===== src/rtl/mp64_sram_pkg.sv =====
// mp64_sram_pkg: shared tag entry type and owner encodings for the SRAM arbiter
package mp64_sram_pkg;
  localparam logic OWN_A = 1'b0;
  localparam logic OWN_B = 1'b1;
  typedef struct packed {
    logic valid;
    logic owner;
  } tag_t;
endpackage


===== src/rtl/mp64_sram_tagpipe.sv =====
// mp64_sram_tagpipe: read tag shift register matched to SRAM latency, decodes per-master rvalid
module mp64_sram_tagpipe
  import mp64_sram_pkg::*;
#(
  parameter int RD_LAT = 1
) (
  input  logic clk,
  input  logic rst_n,
  input  tag_t tag_i,
  output logic a_rvalid_o,
  output logic b_rvalid_o
);
  tag_t pipe_q [RD_LAT];
  always_ff @(posedge clk or negedge rst_n) begin
    if (!rst_n) begin
      for (int i = 0; i < RD_LAT; i++) pipe_q[i] <= '0;
    end else begin
      pipe_q[0] <= tag_i;
      for (int i = 1; i < RD_LAT; i++) pipe_q[i] <= pipe_q[i-1];
    end
  end
  assign a_rvalid_o = pipe_q[RD_LAT-1].valid & (pipe_q[RD_LAT-1].owner == OWN_A);
  assign b_rvalid_o = pipe_q[RD_LAT-1].valid & (pipe_q[RD_LAT-1].owner == OWN_B);
endmodule


===== src/rtl/mp64_sram_arb.sv =====
// mp64_sram_arb: two-master round-robin arbiter owning a single-port SRAM, with per-master read strobes
module mp64_sram_arb
  import mp64_sram_pkg::*;
#(
  parameter int ADDR_W = 4,
  parameter int DATA_W = 64,
  parameter int RD_LAT = 1
) (
  input  logic              clk,
  input  logic              rst_n,
  input  logic              a_req,
  input  logic              a_we,
  input  logic [ADDR_W-1:0] a_addr,
  input  logic [DATA_W-1:0] a_wdata,
  output logic              a_gnt,
  output logic              a_rvalid,
  output logic [DATA_W-1:0] a_rdata,
  input  logic              b_req,
  input  logic              b_we,
  input  logic [ADDR_W-1:0] b_addr,
  input  logic [DATA_W-1:0] b_wdata,
  output logic              b_gnt,
  output logic              b_rvalid,
  output logic [DATA_W-1:0] b_rdata,
  output logic              sram_ce,
  output logic              sram_we,
  output logic [ADDR_W-1:0] sram_addr,
  output logic [DATA_W-1:0] sram_wdata,
  input  logic [DATA_W-1:0] sram_rdata
);
  if (RD_LAT != 1 && RD_LAT != 2) begin : g_bad_lat
    $error("mp64_sram_arb: RD_LAT must be 1 or 2");
  end
  logic pri_q, pri_d;
  tag_t tag;
  always_comb begin
    a_gnt      = a_req & (~b_req | ~pri_q);
    b_gnt      = b_req & (~a_req | pri_q);
    sram_ce    = rst_n & (a_gnt | b_gnt);
    sram_we    = a_gnt ? a_we : b_gnt ? b_we : 1'b0;
    sram_addr  = a_gnt ? a_addr : b_gnt ? b_addr : '0;
    sram_wdata = a_gnt ? a_wdata : b_gnt ? b_wdata : '0;
    pri_d      = a_gnt ? OWN_B : b_gnt ? OWN_A : pri_q;
    tag        = '{valid: sram_ce & ~sram_we, owner: b_gnt};
  end
  always_ff @(posedge clk or negedge rst_n) begin
    if (!rst_n) pri_q <= 1'b0;
    else pri_q <= pri_d;
  end
  mp64_sram_tagpipe #(.RD_LAT(RD_LAT)) u_tagpipe (
    .clk       (clk),
    .rst_n     (rst_n),
    .tag_i     (tag),
    .a_rvalid_o(a_rvalid),
    .b_rvalid_o(b_rvalid)
  );
  assign a_rdata = sram_rdata;
  assign b_rdata = sram_rdata;
endmodule


===== config.mk =====
export PLATFORM = sky130hd
export DESIGN_NAME = mp64_sram_arb
export DESIGN_NICKNAME = d
export VERILOG_FILES = /design/src/rtl/mp64_sram_pkg.sv /design/src/rtl/mp64_sram_tagpipe.sv /design/src/rtl/mp64_sram_arb.sv
export SDC_FILE = /design/constraint.sdc
export NUM_CORES = 1
export LEC_CHECK = 0
export ABC_AREA = 1
export BUFFER_PORTS_ARGS = -buffer_cell sky130_fd_sc_hd__buf_2
export CORE_AREA = 2 2 158 160
export DETAILED_ROUTE_END_ITERATION = 12
export DIE_AREA = 0 0 160 162
export PLACE_DENSITY_LB_ADDON = 0.1
export SLEW_MARGIN = 10
export SYNTH_ARGS = -nofsm -noshare
export SYNTH_HDL_FRONTEND = slang
export SYNTH_SLANG_ARGS = --single-unit
export TNS_END_PERCENT = 100

===== constraint.sdc =====
create_clock -name clk -period 3.39 [get_ports clk]
set_input_delay 0.678 -clock clk [delete_from_list [all_inputs] [get_ports clk]]
set_output_delay 0.678 -clock clk [all_outputs]
set_load 0.005 [all_outputs]

After elaboration in Yosys (flattened, before gate mapping)
Cells that the tools add are included.
{"block": "word_totals", "ff_bits": 3, "word_cells": 26}
{"block": "op_classes", "muxes": 8, "bitwise": 14, "reduce_logical": 1}
{"op": "2-to-1 mux 64 bit", "count": 2}
{"op": "2-to-1 mux 4 bit", "count": 2}
{"op": "bitwise AND 1 bit", "count": 6}
{"op": "NOT 1 bit", "count": 5}
{"op": "2-to-1 mux 1 bit", "count": 4}
{"op": "OR 1 bit", "count": 3}
{"op": "nonzero test 2 bit", "count": 1}

Longest topological paths before layout
{"block": "depth", "ltp_word": 7, "mapped_depth": 7, "depth_no_buf": 5}

By module
Synthesis repeated with hierarchy kept, for this count alone.
{"block": "hier_totals", "hier_cells": 367, "hier_area_um2": 1969.4}
{"module": "mp64_sram_arb", "cells_each": 361, "area_per_inst_um2": 1901.8, "instances": 1}
{"module": "mp64_sram_tagpipe", "cells_each": 6, "area_per_inst_um2": 67.6, "instances": 1}

Worst setup path after synthesis
No wires, ideal clock.
{"block": "synth_timing", "kind": "input to output", "from": "input b_req", "to": "output sram_wdata[43]", "path_buffers": 2, "stages": 6, "path_slack_ps": 1445, "arrival_ps": 1267, "cell_sequence": "inv_2 > o21ai_2 > buf_4 > buf_6 > nand2_1 > nand2_1"}
{"block": "synth_between", "elab_chain_cells": 4, "elab_cells_between_ends": 6}
{"element": "from (decl)", "line_no": "mp64_sram_arb.sv:18", "rtl": "input logic b_req,"}
{"element": "NOT 1 bit", "line_no": "mp64_sram_arb.sv:37", "rtl": "a_gnt = a_req & (~b_req | ~pri_q);"}
{"element": "OR 1 bit", "line_no": "mp64_sram_arb.sv:37"}
{"element": "bitwise AND 1 bit", "line_no": "mp64_sram_arb.sv:37"}
{"element": "2-to-1 mux 64 bit *", "line_no": "mp64_sram_arb.sv:42", "rtl": "sram_wdata = a_gnt ? a_wdata : b_gnt ? b_wdata : '0;"}
{"element": "to (decl)", "line_no": "mp64_sram_arb.sv:28", "rtl": "output logic [DATA_W-1:0] sram_wdata,"}
Mark *: on every way between the ends. The rest lies on a longest branch, timed or not.

Worst setup path in the final report
{"block": "layout_timing", "from": "input a_req", "to": "output sram_wdata[58]"}
{"block": "layout_between", "elab_chain_cells": 5, "elab_cells_between_ends": 6}
{"element": "from (decl)", "line_no": "mp64_sram_arb.sv:11", "rtl": "input logic a_req,"}
{"element": "NOT 1 bit", "line_no": "mp64_sram_arb.sv:38", "rtl": "b_gnt = b_req & (~a_req | pri_q);"}
{"element": "OR 1 bit", "line_no": "mp64_sram_arb.sv:38"}
{"element": "bitwise AND 1 bit", "line_no": "mp64_sram_arb.sv:38"}
{"element": "2-to-1 mux 64 bit", "line_no": "mp64_sram_arb.sv:42"}
{"element": "2-to-1 mux 64 bit *", "line_no": "mp64_sram_arb.sv:42"}
Marks and branches as above.

==> summary.txt <==
Setup path
  • CP startpoint kind: input port
  • Worst-path fanout max: 30
  • WP data required: 2.71 ns
  • Element type at the critical path end: output pin
  • CP arrival: 1.97 ns
  • Critical path type: in -> out

Floorplan
  • Core Area: 24,100 um2
  • I/O pins: 408
  • DIE AREA: 25,900 um2
  • # rows: 57
  • Initial Util: 8.16%
  • Die Ht: 162 um
  • Die W: 160 um

Pwr
  • P_leak: 1.62 nW
  • Cell Pwr Density: 244 nW/um2
  • Max VDD drop: 0.102 mV

GRT
  • Initial antenna violation count: 1
  • Gr ovfl total: 0
  • First-pass GRT wire length: 11,700 um
  • GRT Resource Usage Total: 5.70%
  • Largest net degree at the start of global routing: 37
  • Vias in the first global route: 2,324

Place
  • IO Port Bufs: 215
  • Setup WS pre-CTS: 0.667 ns
  • Placed cells: 768
  • Placed inst area: 2450 um2
  • GP Congestion: 0.809
  • Hpwl dp: 6600 um

Detailed routing
  • Vias: 2,291
  • WL per Instance: 10.5 um
  • ANT nets after route: 0
  • Drt pass-1 iters: 4
  • DRT iter0 DRCs: 70
  • Total wire length: 8080 um
  • Drt drc: 0
  • Vias per cell: 2.97

Yosys
  • #FFs+latches synth: 3
  • Area share of the largest cell type after synthesis: 49.6%
  • Syn Area/Cell: 5.36 um2
  • Synth area leaders: buf_4, nand2_1, dfrtp_1
  • Cells after Synth: 367
  • Cell taking the most area after synthesis: buf_4
  • Synth unique cells: 11
  • Synthesized cell area: 1970 um2
  • Sequential area share after synthesis: 3.82%
  • Warning count from the yosys run: 0
  • Post-synth net total: 573

Clock tree
  • Clk_lat worst skew: 0.22 ns
  • Cts hold-fix bufs: 0
  • CTS Buffer Depth: 2
  • Post-CTS sizing: 0
  • CTS tree: done
  • Clock Pin Slew Worst Setup and Hold Paths: 0.03 ns
  • Root Driver: clkbuf_16
  • TritonCTS Buffers: 3
  • Clock sink count: 3
  • Htree depth: 1
  • Post-CTS Setup Bufs: 0

Cells and area
  • Final instance area: 2530 um2
  • Final nets: 655
  • Fraction of layout cells with a size suffix above 1: 50.2%
  • Area Growth Syn to Fin: 28.7%
  • Non-filler cells, final: 772
  • Register Area: 75.1 um2
  • Diode count: 0
  • Fill cells: 2,906
  • Area of the multi-input gates: 835 um2

Timing
  • Hold Vio Cnt, Final: 0
  • Worst hold-check slack: 0.250 ns
  • Layout Skew: 0.000724 ns
  • Fmax: 0.378 GHz
  • Final setup fails: 0
  • Fin crit share: 78.1%
  • Final setup margin: 0.742 ns
  • RSZ-0062 raised after global routing: no
  • Min Tclk post-route: 2.65 ns
  • Worst-margin pin slew: 0.645 ns
  • Final Max Slew Viols: 0
  • Slew HR: 56.9%
  • Setup TNS: 0 ns

Status
  • Outcome: finished clean

Hold path
  • Worst hold path class: in -> async

Job
  • Max Cap Viol: 0
metrics by stage:
stage	utilization (%)	power (mW)
floorplan	-	0.335
global placement	10.2	0.448
detailed placement	10.2	0.441
CTS	10.5	0.634
global route	10.5	0.683
finish	10.5	0.618
cells in the mapped netlist:
cell,instances
buf_2,10
buf_4,130
buf_6,2
dfrtp_1,3
inv_1,4
inv_2,1
nand2_1,210
nand3_1,2
nor2_1,2
o21ai_0,2
o21ai_2,1
worst max-delay path, cell delays in order:
cell,delay (ns)
buf_2,0.15
nand2_1,0.11
nand2_2,0.49
buf_12,0.28
nand2_1,0.07
nand2_1,0.07
buf_2,0.12
power by group:
part	switching [mW]	internal, mW
logic	0.204	0.181
registers	0.00225	0.0401
clock network	0.0344	0.155
total	0.241	0.377
flip-flops by register name (all words and copies together) (netlist names):
signal            flops
u_tagpipe.pipe_q      2
pri_q                 1
cell families after synthesis:
kind of cell / share of synthesized area [%]
DFF: 3.82
and+or+nand+nor: 41.0
buffers and inverters: 54.3
AOI/OAI and AO/OA: 0.954
layer usage:
metal	track usage, %	wire, um
met5	0	13
met4	3.89	497
met1	4.06	2200
met3	1.81	894
met2	12.3	4470
layout make-up:
cell class / count / share of cell area [%]
multi-input combinational: 217 / 33.0
sequential: 3 / 2.97
inverter: 5 / 0.741
timing repair buffer: 219 / 44.2
tap: 324 / 16.0
clock buffer: 4 / 3.11
worst paths after layout:
kind | start | end | slack [ns] | depth (start not counted)
worst max-delay path | a_req | sram_wdata[58] | 0.74 | 7
worst min-delay path | rst_n | pri_q | 0.25 | 1
worst max register to register | pri_q | u_tagpipe.pipe_q[0] | 2.31 | 3
worst min register to register | pri_q | pri_q | 0.58 | 2
max in group asynchronous | rst_n | u_tagpipe.pipe_q[0] | 3.02 | 1
min in group clk | pri_q | pri_q | 0.58 | 2
placed cells by master, fill, tap and decap left out:
| cell type | instances |
|---|---|
| buf_2 | 215 |
| nand2_1 | 209 |
| inv_1 | 4 |
| clkbuf_16 | 3 |
| buf_4 | 3 |
| dfrtp_1 | 3 |
| nand3_1 | 2 |
| o21ai_0 | 2 |
| nor2_1 | 2 |
| inv_2 | 1 |
| nand2_2 | 1 |
| o21ai_4 | 1 |
| clkbuf_1 | 1 |
| buf_12 | 1 |
Note: power is estimated with default switching activity, not from simulation.
